`config.mk`:
```
export PLATFORM = sky130hd
export DESIGN_NAME = fpu_op_sequencer
export DESIGN_NICKNAME = d
export VERILOG_FILES = /design/src/rtl/fpu_op_sequencer_pkg.sv /design/src/rtl/fpu_op_sequencer_decode.sv /design/src/rtl/fpu_op_sequencer.sv
export SDC_FILE = /design/constraint.sdc
export NUM_CORES = 1
export LEC_CHECK = 0
export BUFFER_PORTS_ARGS = -buffer_cell sky130_fd_sc_hd__buf_2
export CELL_PAD_IN_SITES_DETAIL_PLACEMENT = 0
export CELL_PAD_IN_SITES_GLOBAL_PLACEMENT = 1
export CORE_UTILIZATION = 24
export DETAILED_ROUTE_END_ITERATION = 7
export HOLD_SLACK_MARGIN = 0.12
export PLACE_DENSITY_LB_ADDON = 0.1
export SLEW_MARGIN = 25
export SYNTH_ARGS = -nofsm -noshare
export SYNTH_HDL_FRONTEND = slang
export SYNTH_HIERARCHICAL = 1
export SYNTH_SLANG_ARGS = --single-unit
export TNS_END_PERCENT = 20
```
`constraint.sdc`:
```
create_clock -name iCLK -period 1.35 [get_ports iCLK]
set_input_delay 0.135 -clock iCLK [delete_from_list [all_inputs] [get_ports iCLK]]
set_output_delay 0.135 -clock iCLK [all_outputs]
set_load 0.005 [all_outputs]
```
`src/rtl/fpu_op_sequencer_pkg.sv`:
```
// Shared constants for the FP op sequencer: FP op codes, reserved code, FSM state encoding
// and the destination-class helper used by the op decoder.
package fpu_op_sequencer_pkg;

  localparam logic [4:0] FOPADD   = 5'h00;
  localparam logic [4:0] FOPSUB   = 5'h01;
  localparam logic [4:0] FOPMUL   = 5'h02;
  localparam logic [4:0] FOPDIV   = 5'h03;
  localparam logic [4:0] FOPSQRT  = 5'h04;
  localparam logic [4:0] FOPSGNJ  = 5'h05;
  localparam logic [4:0] FOPSGNJN = 5'h06;
  localparam logic [4:0] FOPSGNJX = 5'h07;
  localparam logic [4:0] FOPMIN   = 5'h08;
  localparam logic [4:0] FOPMAX   = 5'h09;
  localparam logic [4:0] FOPCVTSW = 5'h0A;
  localparam logic [4:0] FOPCVTWS = 5'h0B;
  localparam logic [4:0] FOPMVXW  = 5'h0C;
  localparam logic [4:0] FOPMVWX  = 5'h0D;
  localparam logic [4:0] FOPEQ    = 5'h0E;
  localparam logic [4:0] FOPLT    = 5'h0F;
  localparam logic [4:0] FOPLE    = 5'h10;
  localparam logic [4:0] FOPRSVD  = 5'h1F;

  typedef enum logic [1:0] {
    ST_IDLE = 2'd0,
    ST_EXEC = 2'd1,
    ST_WB   = 2'd2,
    ST_RSVD = 2'd3
  } seqState_t;

  // Ops whose result lands in the integer register file.
  function automatic logic isIntDest(input logic [4:0] op);
    return op inside {FOPEQ, FOPLT, FOPLE, FOPCVTWS, FOPMVXW};
  endfunction

endpackage

```
`src/rtl/fpu_op_sequencer_decode.sv`:
```
// Combinational FP op table: op code -> {legal, latency, integer destination}.
// The only place op latencies are assigned; a latency of 0 is treated as 1.
module fpu_op_decode
  import fpu_op_sequencer_pkg::*;
#(
  parameter int CNT_W   = 4,
  parameter int LAT_ADD = 7,
  parameter int LAT_MUL = 5,
  parameter int LAT_DIV = 6,
  parameter int LAT_CVT = 6,
  parameter int LAT_SMP = 1
) (
  input  logic [4:0]       op,
  output logic             legal,
  output logic [CNT_W-1:0] lat,
  output logic             toInt
);

  function automatic logic [CNT_W-1:0] clampLat(input int l);
    return (l <= 0) ? CNT_W'(1) : CNT_W'(l);
  endfunction

  always_comb begin
    legal = 1'b1;
    lat   = clampLat(LAT_SMP);
    toInt = isIntDest(op);
    case (op)
      FOPADD, FOPSUB:     lat = clampLat(LAT_ADD);
      FOPMUL:             lat = clampLat(LAT_MUL);
      FOPDIV, FOPSQRT:    lat = clampLat(LAT_DIV);
      FOPCVTSW, FOPCVTWS: lat = clampLat(LAT_CVT);
      FOPSGNJ, FOPSGNJN, FOPSGNJX, FOPMIN, FOPMAX,
      FOPMVXW, FOPMVWX, FOPEQ, FOPLT, FOPLE: lat = clampLat(LAT_SMP);
      default: begin
        legal = 1'b0;
        lat   = '0;
        toInt = 1'b0;
      end
    endcase
  end

endmodule

```
`src/rtl/fpu_op_sequencer.sv`:
```
// Multicycle sequencer for the pipelined FPALU: stalls the core for the op latency and
// emits one writeback strobe. Optional performance counters under FPU_SEQ_PERF_CNT_EN.
module fpu_op_sequencer
  import fpu_op_sequencer_pkg::*;
#(
  parameter int CNT_W   = 4,
  parameter int LAT_ADD = 7,
  parameter int LAT_MUL = 5,
  parameter int LAT_DIV = 6,
  parameter int LAT_CVT = 6,
  parameter int LAT_SMP = 1
) (
  input  logic        iCLK,
  input  logic        iRST,
  input  logic        iStart,
  input  logic [4:0]  iFPALUControl,
  input  logic        iFlush,
  output logic        oStall,
  output logic        oFPRegWrite,
  output logic        oIntRegWrite,
  output logic        oBusy,
  output logic        oIllegal,
  output logic [1:0]  oState,
  output logic [31:0] oStallCycles,
  output logic [31:0] oFPOps
);

  seqState_t        state, nextState;
  logic [CNT_W-1:0] cnt, cntNext;
  logic             toIntQ, toIntNext;
  logic             illegalQ, illegalNext;
  logic             decLegal, decToInt;
  logic [CNT_W-1:0] decLat;
  logic             accept;

  fpu_op_decode #(
    .CNT_W  (CNT_W),
    .LAT_ADD(LAT_ADD),
    .LAT_MUL(LAT_MUL),
    .LAT_DIV(LAT_DIV),
    .LAT_CVT(LAT_CVT),
    .LAT_SMP(LAT_SMP)
  ) uDecode (
    .op   (iFPALUControl),
    .legal(decLegal),
    .lat  (decLat),
    .toInt(decToInt)
  );

  assign accept = (state == ST_IDLE) && iStart && decLegal && !iFlush;

  always_ff @(posedge iCLK or negedge iRST) begin
    if (!iRST) begin
      state    <= ST_IDLE;
      cnt      <= '0;
      toIntQ   <= 1'b0;
      illegalQ <= 1'b0;
    end else begin
      state    <= nextState;
      cnt      <= cntNext;
      toIntQ   <= toIntNext;
      illegalQ <= illegalNext;
    end
  end

  always_comb begin
    nextState   = state;
    cntNext     = cnt;
    toIntNext   = toIntQ;
    illegalNext = 1'b0;
    case (state)
      ST_IDLE: begin
        illegalNext = iStart && !decLegal && !iFlush;
        if (accept) begin
          nextState = ST_EXEC;
          cntNext   = decLat;
          toIntNext = decToInt;
        end
      end
      ST_EXEC: begin
        cntNext = cnt - CNT_W'(1);
        if (iFlush) begin
          nextState = ST_IDLE;
          cntNext   = '0;
        end else if (cnt <= CNT_W'(1)) begin
          nextState = ST_WB;
        end
      end
      ST_WB: begin
        nextState = ST_IDLE;
        cntNext   = '0;
      end
      default: begin
        nextState = ST_IDLE;
        cntNext   = '0;
      end
    endcase
  end

  // Stall is gated by reset so every output reads 0 while iRST is low.
  assign oStall       = iRST && (accept || (state == ST_EXEC));
  assign oFPRegWrite  = (state == ST_WB) && !toIntQ && !iFlush;
  assign oIntRegWrite = (state == ST_WB) &&  toIntQ && !iFlush;
  assign oBusy        = (state != ST_IDLE);
  assign oIllegal     = illegalQ;
  assign oState       = state;

`ifdef FPU_SEQ_PERF_CNT_EN
  logic [31:0] stallCnt, opCnt;

  always_ff @(posedge iCLK or negedge iRST) begin
    if (!iRST) begin
      stallCnt <= '0;
      opCnt    <= '0;
    end else begin
      if (oStall && (stallCnt != 32'hFFFF_FFFF)) stallCnt <= stallCnt + 32'd1;
      if ((oFPRegWrite || oIntRegWrite) && (opCnt != 32'hFFFF_FFFF)) opCnt <= opCnt + 32'd1;
    end
  end

  assign oStallCycles = stallCnt;
  assign oFPOps       = opCnt;
`else
  assign oStallCycles = 32'h0;
  assign oFPOps       = 32'h0;
`endif

endmodule

```
Word level (Yosys, flattened, before mapping)
Index checks and enable logic that the tools add are counted.

Flip-flop bits (word level): 8. Input port bits: 9.

Add/sub/neg operators: 1. Magnitude comparators: 1. Equality and inequality tests: 20. Muxes and demuxes: 11. Reduce and logical (&&, ||, !) cells: 24.

Operators with widths (number): 5-bit by 4-bit equality test with 1-bit output, second input constant (8); 5-bit by 3-bit equality test with 1-bit output, second input constant (4); 17-bit OR reduction (1); 3-bit case mux with 4 select lines (1); 5-bit by 2-bit equality test with 1-bit output, second input constant (2); 1-bit logical AND (10); 10-bit OR reduction (1); 4-bit two-way mux (2); 4-bit case mux with 2 select lines (1); 2-bit two-way mux (3); 5-bit by 1-bit equality test with 1-bit output, second input constant (1); 5-bit equality test, second input constant (1); 5-bit zero test (1); 5-bit nonzero test (1); 4-bit by 1-bit <= comparator with 1-bit output, second input constant (1); 2-bit case mux with 2 select lines (1); 2-bit AND reduction (2); 4-bit OR reduction (1); 4-bit by 1-bit subtractor with 4-bit output, second input constant (1); 1-bit zero test (3); 1-bit two-way mux (3); 3-bit inequality test, second input constant (1); 2-bit by 1-bit equality test with 1-bit output, second input constant (1); 2-bit equality test, second input constant (1); other kinds (5) (5).

Logic depth before layout (Yosys ltp)
Gate-level depths: netlist of run 1.

Depth in word-level cells: 7. Depth in mapped cells: 6. Gate-level depth less buffers: 6.

Hierarchy
The synthesis of run 1 kept the hierarchy.

By module, submodules not included: fpu_op_sequencer (times used 1, cells an instance 112, area an instance 964.7 um2); fpu_op_decode (times used 1, cells an instance 20, area an instance 118.9 um2).

Worst setup path after synthesis of run 1
OpenSTA, ideal clock, no wires.

Path kind: flip-flop to flip-flop. From: register state[1] (netlist: oState[1]). To: register toIntQ. Library setup time: 0.128 ns. Data arrival time: 1.298 ns. Data required time: 1.222 ns. Setup slack: -0.075 ns. Stages on the path, launching flop included: 5. Path buffers: 1. Path through: dfrtp_1 or2_2 buf_6 nor2_2 mux2_1.

Word-level cells in the longest chain between the ends: 5.

RTL lines: start: declaration (RTL line fpu_op_sequencer.sv:28) `seqState_t state, nextState;`; start signal: assignment (RTL line fpu_op_sequencer.sv:59) `state <= nextState;`; 2-bit zero test * (RTL line fpu_op_sequencer.sv:50, fpu_op_sequencer.sv:71); 1-bit logical AND (3 in a row) (RTL line fpu_op_sequencer.sv:50) `assign accept = (state == ST_IDLE) && iStart && decLegal && !iFlush;`; 2-bit AND reduction (no source line) *; end signal: assignment (RTL line fpu_op_sequencer.sv:61) `toIntQ <= toIntNext;`; end: declaration (RTL line fpu_op_sequencer.sv:30) `logic toIntQ, toIntNext;`.

Every way passes the cells marked *; elsewhere a longest branch is shown, timed or not. A chain may end at the register's enable or synchronous reset.

Worst setup path after layout of run 1
From: register state[0] (netlist: oState[0]). To: output oStall.

Word-level cells in the longest chain between the ends: 6. Elaborated cells between the ends (all ways): 7.

RTL lines: 2-bit zero test (RTL line fpu_op_sequencer.sv:50); 1-bit logical AND (3 in a row) (RTL line fpu_op_sequencer.sv:50); 1-bit logical OR * (RTL line fpu_op_sequencer.sv:101) `assign oStall = iRST && (accept || (state == ST_EXEC));`; 1-bit logical AND * (RTL line fpu_op_sequencer.sv:101); end: declaration (RTL line fpu_op_sequencer.sv:18) `output logic oStall,`.

Marked as above.

==> results of run 1 <==
-- cell type report --
| class | count | area share |
|---|---|---|
| Multi-Input combinational cell | 113 | 0.5163 |
| Timing Repair Buffer | 36 | 0.2008 |
| Sequential cell | 8 | 0.1682 |
| Tap cell | 52 | 0.05468 |
| Clock buffer | 3 | 0.03470 |
| Inverter | 8 | 0.02524 |
-- power breakdown --
group / total, mW / internal, mW / switching [mW]
clock network: 0.284 / 0.193 / 0.0914
registers: 0.355 / 0.306 / 0.0485
logic: 0.641 / 0.337 / 0.304
-- metal layers --
metal | wire [µm] | global-route usage
met1 | 812 | 0.09353
met2 | 992 | 0.1294
met3 | 147 | 0.02616
met4 | 54 | 0.06122
met5 | 0 | 0
-- cell families after synthesis --
kind of cell | after synthesis | share of synthesized area
adder cells (fa/ha/maj) | 2 | 0.02309
AND/OR/NAND/NOR | 28 | 0.1605
other | 2 | 0.006931
AO/OA/AOI/OAI | 15 | 0.1074
flip-flops | 8 | 0.1848
multiplexers | 3 | 0.02887
buffers and inverters | 74 | 0.4885
-- worst min-delay path by stage --
stage,from,to,cells past startpoint
after floorplan,iRST,cnt[0],0
after global placement,iRST,cnt[3],1
after detailed placement,iRST,cnt[3],1
after CTS,iStart,oIllegal,2
after global routing,iStart,oIllegal,2
final,iStart,oIllegal,2
-- stage by stage --
step                      instances  power, mW  utilization
after floorplan                 195     0.8084            -
after global placement          212     0.9366       0.2489
after detailed placement        212     0.9318       0.2489
after CTS                       218      1.261       0.2661
after global routing            220      1.380       0.2733
final                           220      1.280       0.2733
-- sequential cells by signal (all words and copies together), names as in the netlist --
| name | count |
|---|---|
| cnt | 4 |
| toIntQ | 1 |
| oIllegal | 1 |
| oState | 2 |
-- cells in the mapped netlist, types with 2 or more instances --
cell	number	area share
a221oi_1	2	0.016
buf_4	65	0.45
conb_1	2	0.0069
dfrtp_1	8	0.18
ha_1	2	0.023
inv_1	8	0.028
mux2i_1	2	0.018
nand2_1	3	0.010
nor2_1	6	0.021
nor2_2	2	0.012
nor3_1	3	0.014
nor4b_1	3	0.024
o22ai_1	3	0.017
-- timing repair --
item                                    4_1_cts  5_1_grt
pin swaps                                     3        5
setup buffers                                 2        2
endpoints found under the setup margin        4        7
resized for setup                             3        6
hold endpoints to repair                      8        0
hold buffers                                  1        0
==> metrics.txt, run 1 <==
Crit path buffers/inverters 3; CP peak stage delay 0.39 ns; Die ar. 4787 µm²; RR Endpoint cnt[3]; Final Slew Violations 0; Distinct cells, synth 36; num ports 80; largest net degree at the start of global routing 10; fin nets 181; post-route cell area 1190 µm²; RSZ-0062 raised after global routing yes; Vias 807; period utilization 0.9939; root buffer cell clkbuf_8; Max clock buf depth 2; H-tree level count 1; max_cap viols 0; CP Depth 5; total gr overflow 0; mapped cell area 1084 µm²; Die X 69.19 µm; Post-route DRC 0; vias in the first global route 671; Critical Path End oStall; gr usage total 0.08257; initial antenna violation count 0; Starting Density 0.2489; #FFs+latches synth 8; first-pass GRT wire length 3.015 mm; clock sinks 8; FF/Latch Area 200.2 µm²; setup violators final 0; cell at the slowest stage of the critical path dfrtp_1; WL final 2.006 mm; ANT nets after route 0; CORE AREA 4354 µm²; Routed wire per std cell 9.118 µm; Final WS setup 0.008215 ns; Clk Latency, worst-skew pair 0.23 ns; number of synthesized flops with an enable pin 0; YS warnings 6; leakage power 0.6604 nW; Setup crit end kind primary output; DRT Pass-1 Iters 4; Sum Neg Setup Slack 0 ns; Chip Height 69.19 µm; pwr dens 1076 nW/µm²; GP Congestion 0.7115; fmax 745.3 MHz; Synth Flop Type dfrtp_1; fillers 492; most frequent cells in the layout conb_1 (65), buf_4 (19), buf_2 (15); drt via density 3.668; most common cell after layout, fill and taps aside conb_1; Worst setup startpoint oState[0]; skew final 0.001816 ns; number of diodes 0; Clk pin slew, worst setup/hold paths 0.04 ns; R2R cell count 4; maximum vdd drop 0.2328 mV; critical setup path kind reg -> out; Post-DP Area 1084 µm²; Worst R2R Start cnt[1]; syn_area_per_cell 8.209 µm²; CTS tree built; worst-path fanout max 5; synthesized instance count 132; Hold WC Path Type in -> reg; Post-DP HPWL 1.653 mm; DRT iter0 DRCs 40; CP Cell Sequence buf_6 > inv_2 > a21o_1 > nor2_1 > buf_2; Multi-input gate area 614.3 µm²; layout cell share with drive strength beyond 1 0.2976; Area Overhead vs Synth 9.815%; Rows 24; minimum period implied by the final worst setup slack 1.342 ns; Async SR Flop Fraction 1.000; status finished clean; sequential fraction of the synthesis area 0.1848; CP startpoint kind register; Crit path required time 1.22 ns; R2R Setup Slk 0.03 ns; Place WS -0.1463 ns; crit path DAT 1.21 ns; hold slack 0.2211 ns; Num CTS Buffers 3; CP delay by family, top flip-flops; final hold vios 0; port bufs 15
(Power assumes the default switching activity.)
==> run 2: changes to the inputs <==
--- a/config.mk
+++ b/config.mk
@@ -8,7 +8,8 @@
 export BUFFER_PORTS_ARGS = -buffer_cell sky130_fd_sc_hd__buf_2
 export CELL_PAD_IN_SITES_DETAIL_PLACEMENT = 0
 export CELL_PAD_IN_SITES_GLOBAL_PLACEMENT = 1
-export CORE_UTILIZATION = 24
+export CORE_UTILIZATION = 25
+export CTS_BUF_LIST = sky130_fd_sc_hd__clkbuf_8
 export DETAILED_ROUTE_END_ITERATION = 7
 export HOLD_SLACK_MARGIN = 0.12
 export PLACE_DENSITY_LB_ADDON = 0.1
==> run 2 against run 1 <==
Sequential share of layout area did not move. Clock skew fell by 0.0015 ns. Global-route usage rose by 0.55 points. Critical path type is now reg -> reg. Clock-buffer cell count did not move. First-iteration DRC count fell by 28%. Die area fell by 3.9%. Sequential cell count did not move. Sequential power rose by 5%. Maximum frequency rose by 1.0%. Hold slack got worse by 0.017 ns. Combinational power fell by 7.6%. Final cell count fell by 1.8%.
==> metrics.txt, run 2 (synthesized netlist as in run 1, its figures left out) <==
CP startpoint kind register (unchanged); Hold WC Path Type in -> reg (unchanged); pwr dens 1054 nW/µm² (was 1076 nW/µm²); Non-Filler Instances 216 (was 220); H-tree level count 1 (unchanged); total gr overflow 0 (unchanged); fmax 752.9 MHz (was 745.3 MHz); hold_sp iFlush (was iStart); CORE AREA 4086 µm² (was 4354 µm²); clock sinks 8 (unchanged); crit path DAT 1.48 ns (was 1.21 ns); Worst R2R Start cnt[0] (was cnt[1]); WL met3 163 µm (was 147 µm); Die X 67.84 µm (was 69.19 µm); initial antenna violation count 0 (unchanged); CP Cell Sequence or4_1 > o22a_1 > o2bb2ai_2 (was buf_6 > inv_2 > a21o_1 > nor2_1 > buf_2); RSZ-0062 raised after global routing yes (unchanged); Worst setup startpoint cnt[0] (was oState[0]); Clk Latency, worst-skew pair 0.23 ns (about the same); layout cell share with drive strength beyond 1 0.3072 (was 0.2976); DRT Pass-1 Iters 4 (unchanged); fillers 467 (was 492); period utilization 0.9838 (was 0.9939); Die ar. 4602 µm² (was 4787 µm²); largest net degree at the start of global routing 10 (unchanged); fin nets 179 (was 181); Post-DP HPWL 1.682 mm (was 1.653 mm); CP peak stage delay 0.53 ns (was 0.39 ns); placed insts 210 (was 212); root buffer cell clkbuf_8 (unchanged); num ports 80 (unchanged); Vias 793 (was 807); Post-route DRC 0 (unchanged); max FFs per register 4 (unchanged); vias in the first global route 659 (was 671); max_cap viols 0 (unchanged); Clk pin slew, worst setup/hold paths 0.04 ns (about the same); Most flops, register cnt (unchanged); number of diodes 0 (unchanged); critical setup path kind reg -> reg (was reg -> out); leakage power 0.6542 nW (was 0.6604 nW); Top Layer Used met4 (unchanged); gr usage total 0.08809 (was 0.08257); DRT iter0 DRCs 29 (was 40); final hold vios 0 (unchanged); worst-path fanout max 4 (was 5); Pwr Total 1.254 mW (was 1.280 mW); maximum vdd drop 0.3800 mV (was 0.2328 mV); WL final 2.065 mm (was 2.006 mm); Num CTS Buffers 3 (unchanged); WL met2 1.058 mm (was 992 µm); Starting Density 0.2652 (was 0.2489); Max clock buf depth 2 (unchanged); Final Slew Violations 0 (unchanged); port bufs 15 (unchanged); most frequent cells in the layout conb_1 (65), buf_4 (17), buf_2 (15) (was conb_1 (65), buf_4 (19), buf_2 (15)); Rows 23 (was 24); CTS tree built (unchanged); Chip Height 67.84 µm (was 69.19 µm); Setup crit end kind register (was primary output); first-pass GRT wire length 2.967 mm (was 3.015 mm); cell at the slowest stage of the critical path or4_1 (was dfrtp_1); skew final 0.0003221 ns (was 0.001816 ns); Area Overhead vs Synth 9.815% (unchanged); drt via density 3.671 (was 3.668); GP Congestion 0.7377 (was 0.7115); Routed wire per std cell 9.560 µm (was 9.118 µm); status finished clean (unchanged); setup violators final 0 (unchanged); ANT nets after route 0 (unchanged); Crit path required time 1.51 ns (was 1.22 ns); most common cell after layout, fill and taps aside conb_1 (unchanged); met1 wire length 826 µm (was 812 µm); minimum period implied by the final worst setup slack 1.328 ns (was 1.342 ns)
-- run 2: cell types whose count changed in the layout (fill, tap and decap cells not counted), sizes merged --
cell,previous run,this run
buf,35,33
-- run 2: final cells by class --
cell class	instances	area (µm²)	share of cell area
timing repair buffer	34	224.0	0.1882
inverter	8	30.03	0.02524
sequential	8	200.2	0.1682
multi-input combinational	113	631.9	0.5310
clock buffer	3	41.29	0.03470
tap	50	62.56	0.05258
-- run 2: metrics by stage --
| stage | hold slack [ns] | worst slack, ns | utilization | cell area [µm²] | setup TNS, ns |
|---|---|---|---|---|---|
| floorplan | -0.1606 | -0.02088 | - | 1323 | -0.02088 |
| global placement | 0.005933 | -0.09978 | 0.2645 | 1081 | -0.2985 |
| detailed placement | 0.001197 | -0.1285 | 0.2645 | 1081 | -0.5315 |
| CTS | 0.2000 | -0.002286 | 0.2805 | 1146 | -0.002286 |
| global route | 0.2117 | -0.04898 | 0.2912 | 1190 | -0.1840 |
| finish | 0.2040 | 0.02182 | 0.2912 | 1190 | 0 |
-- run 2: routing by layer --
layer	GRT usage	up-vias
li1	-	383
met1	0.1010	360
met2	0.1473	48
met3	0.03000	2
met4	0.03906	0
met5	0	-
-- run 2: what timing repair did --
action	4_1_cts	5_1_grt
resized for setup	6	6
hold buffers	1	0
setup buffers	0	2
pin swaps	2	5
hold endpoints to repair	8	0
endpoints found under the setup margin	4	6
-- run 2: path summary, 6_finish.rpt --
check,endpoint,slack (ns),cells past startpoint
max reg2reg,cnt[3],0.02,3
min,oState[0],0.20,2
max in group asynchronous,oState[0],0.88,2
min reg2reg,cnt[3],0.52,1
min in group asynchronous,cnt[0],0.29,2
max,cnt[3],0.02,3
-- run 2: critical path: cells and delay by family (launching register included) --
family	cells	cell delay (ns)
simple gates	1	0.53
compound gates	2	0.31
flops	1	0.42
-- run 2: where the power goes --
group	switching (mW)	internal (mW)
Clock	0.0971	0.193
Sequential	0.0652	0.306
Combinational	0.286	0.306
==> run 3: changes to the inputs <==
--- a/config.mk
+++ b/config.mk
@@ -8,11 +8,13 @@
 export BUFFER_PORTS_ARGS = -buffer_cell sky130_fd_sc_hd__buf_2
 export CELL_PAD_IN_SITES_DETAIL_PLACEMENT = 0
 export CELL_PAD_IN_SITES_GLOBAL_PLACEMENT = 1
+export CORE_MARGIN = 8
 export CORE_UTILIZATION = 25
 export CTS_BUF_LIST = sky130_fd_sc_hd__clkbuf_8
 export DETAILED_ROUTE_END_ITERATION = 7
 export HOLD_SLACK_MARGIN = 0.12
 export PLACE_DENSITY_LB_ADDON = 0.1
+export RECOVER_POWER = 25
 export SLEW_MARGIN = 25
 export SYNTH_ARGS = -nofsm -noshare
 export SYNTH_HDL_FRONTEND = slang
==> run 3 against run 2 <==
Maximum frequency down 1.1%. Clock power down 2%. First-iteration DRC count up 48%. Sequential power down 3%. Critical endpoint is now oStall.
==> metrics.txt, run 3 (synthesized netlist as in run 1, its figures left out) <==
met1 wire length 1.044 mm (was 826 µm); most frequent cells in the layout conb_1 (65), buf_4 (15), buf_2 (14) (was conb_1 (65), buf_4 (17), buf_2 (15)); period utilization 0.9945 (was 0.9838); DRT iter0 DRCs 43 (was 29); leakage power 0.6583 nW (was 0.6542 nW); Routed wire per std cell 11.61 µm (was 9.560 µm); critical setup path kind reg -> out (was reg -> reg); RSZ-0062 raised after global routing yes (unchanged); Place WS -0.1833 ns (was -0.1285 ns); WL met2 1.251 mm (was 1.058 mm); Logic pwr share 0.505 (was 0.472); H-tree level count 1 (unchanged); port bufs 15 (unchanged); power share of the clock group 0.218 (was 0.232); Post-DP Area 1084 µm² (was 1081 µm²); Post-route DRC 0 (unchanged); WL final 2.531 mm (was 2.065 mm); placed insts 212 (was 210); Rows 24 (was 23); R2R cell count 4 (was 3); hold depth 2 (unchanged); fillers 490 (was 467); CORE AREA 4264 µm² (was 4086 µm²); worst-path fanout max 5 (was 4); Multi-input gate area 635.6 µm² (was 631.9 µm²); Chip Height 81.84 µm (was 67.84 µm); Final Slew Violations 0 (unchanged); Die ar. 6697 µm² (was 4602 µm²); fin nets 179 (unchanged); num ports 80 (unchanged); vias in the first global route 797 (was 659); minimum period implied by the final worst setup slack 1.343 ns (was 1.328 ns); GP Congestion 0.7384 (was 0.7377); total gr overflow 0 (unchanged); drt via density 3.628 (was 3.671); WL met3 220 µm (was 163 µm); Worst R2R Start cnt[1] (was cnt[0]); Final WS setup 0.007487 ns (was 0.02182 ns); status finished clean (unchanged); maximum vdd drop 0.2584 mV (was 0.3800 mV); first-pass GRT wire length 3.643 mm (was 2.967 mm); initial antenna violation count 0 (unchanged); CP startpoint kind register (unchanged); Sequential Power Share 0.277 (was 0.296); Worst setup startpoint oState[0] (was cnt[0]); Most flops, register cnt (unchanged); cell at the slowest stage of the critical path dfrtp_1 (was or4_1); CTS tree built (unchanged); most common cell after layout, fill and taps aside conb_1 (unchanged); Hold WC Path Type in -> reg (unchanged); Max clock buf depth 2 (unchanged); Num CTS Buffers 3 (unchanged); hold slack 0.2020 ns (was 0.2040 ns); sw power 462.8 µW (was 448.4 µW); crit path DAT 1.21 ns (was 1.48 ns); Pwr Total 1.305 mW (was 1.254 mW); fmax 744.9 MHz (was 752.9 MHz); pwr dens 1078 nW/µm² (was 1054 nW/µm²); gr usage total 0.06869 (was 0.08809); largest net degree at the start of global routing 10 (unchanged); DRT Pass-1 Iters 4 (unchanged); Starting Density 0.2541 (was 0.2652); Crit path required time 1.22 ns (was 1.51 ns); Post-DP HPWL 2.174 mm (was 1.682 mm); post-route cell area 1210 µm² (was 1190 µm²); hold_sp iFlush (unchanged); Switching Share 0.3547 (was 0.3576); Vias 791 (was 793); CP peak stage delay 0.39 ns (was 0.53 ns); Int Power 842.1 µW (was 805.5 µW); clock sinks 8 (unchanged); setup violators final 0 (unchanged); Area Overhead vs Synth 11.66% (was 9.815%); max FFs per register 4 (unchanged); max_cap viols 0 (unchanged); root buffer cell clkbuf_8 (unchanged); final hold vios 0 (unchanged); ANT nets after route 0 (unchanged); Die X 81.84 µm (was 67.84 µm); layout cell share with drive strength beyond 1 0.3072 (unchanged); number of diodes 0 (unchanged); FF/Latch Area 200.2 µm² (unchanged); Clk Latency, worst-skew pair 0.23 ns (about the same); CP Cell Sequence buf_6 > inv_2 > a21o_1 > nor2_1 > buf_2 (was or4_1 > o22a_1 > o2bb2ai_2); skew final 0.001885 ns (was 0.0003221 ns); Top Layer Used met4 (unchanged); Clk pin slew, worst setup/hold paths 0.04 ns (about the same); Setup crit end kind primary output (was register); Non-Filler Instances 218 (was 216)
-- run 3: worst paths after layout --
path	endpoint	slack, ns
min in group asynchronous	cnt[3]	0.29
setup / recovery	oStall	0.007
hold reg to reg	toIntQ	0.53
hold / removal	oState[0]	0.20
max in group asynchronous	oIllegal	0.87
setup reg to reg	cnt[3]	0.007
-- run 3: routing by layer --
metal / GRT usage / up-vias
met5: 0 / -
met4: 0.02632 / 0
met3: 0.02626 / 2
met2: 0.1010 / 40
met1: 0.08831 / 366
li1: - / 383
-- run 3: power by group through the flow --
stage	Clock, mW	Sequential [mW]	Combinational [mW]
finish	0.285	0.361	0.659
global route	0.306	0.370	0.736
CTS	0.296	0.357	0.581
detailed placement	0	0.358	0.568
global placement	0	0.362	0.571
floorplan	0	0.365	0.443
-- run 3: critical path: cells and delay by family, from the launching register on --
family          cells  cell delay [ns]
flops               1             0.39
buf+inv             3             0.30
compound gates      1             0.20
simple gates        1             0.08
-- run 3: final cells by class --
class / count / share of cell area
clock buffers: 3 / 0.03413
inverters: 8 / 0.02482
multi-input cells: 113 / 0.5253
flip-flops and latches: 8 / 0.1655
well taps: 52 / 0.05377
repair buffers: 34 / 0.1965
-- run 3: per-stage QoR --
| stage | utilization | setup TNS [ns] |
|---|---|---|
| 3_3_place_gp | 0.2541 | -0.5274 |
| 2_1_floorplan | - | -0.02088 |
| 5_1_grt | 0.2837 | -0.2121 |
| 4_1_cts | 0.2691 | -0.02406 |
| 3_5_place_dp | 0.2541 | -0.8053 |
| 6_report | 0.2837 | 0 |
-- run 3: what timing repair did --
item	in CTS	in global routing
hold buffers	1	0
setup endpoints to repair	4	9
resized for setup	3	12
buffers inserted	0	2
pin swaps	1	6
hold endpoints to repair	8	0
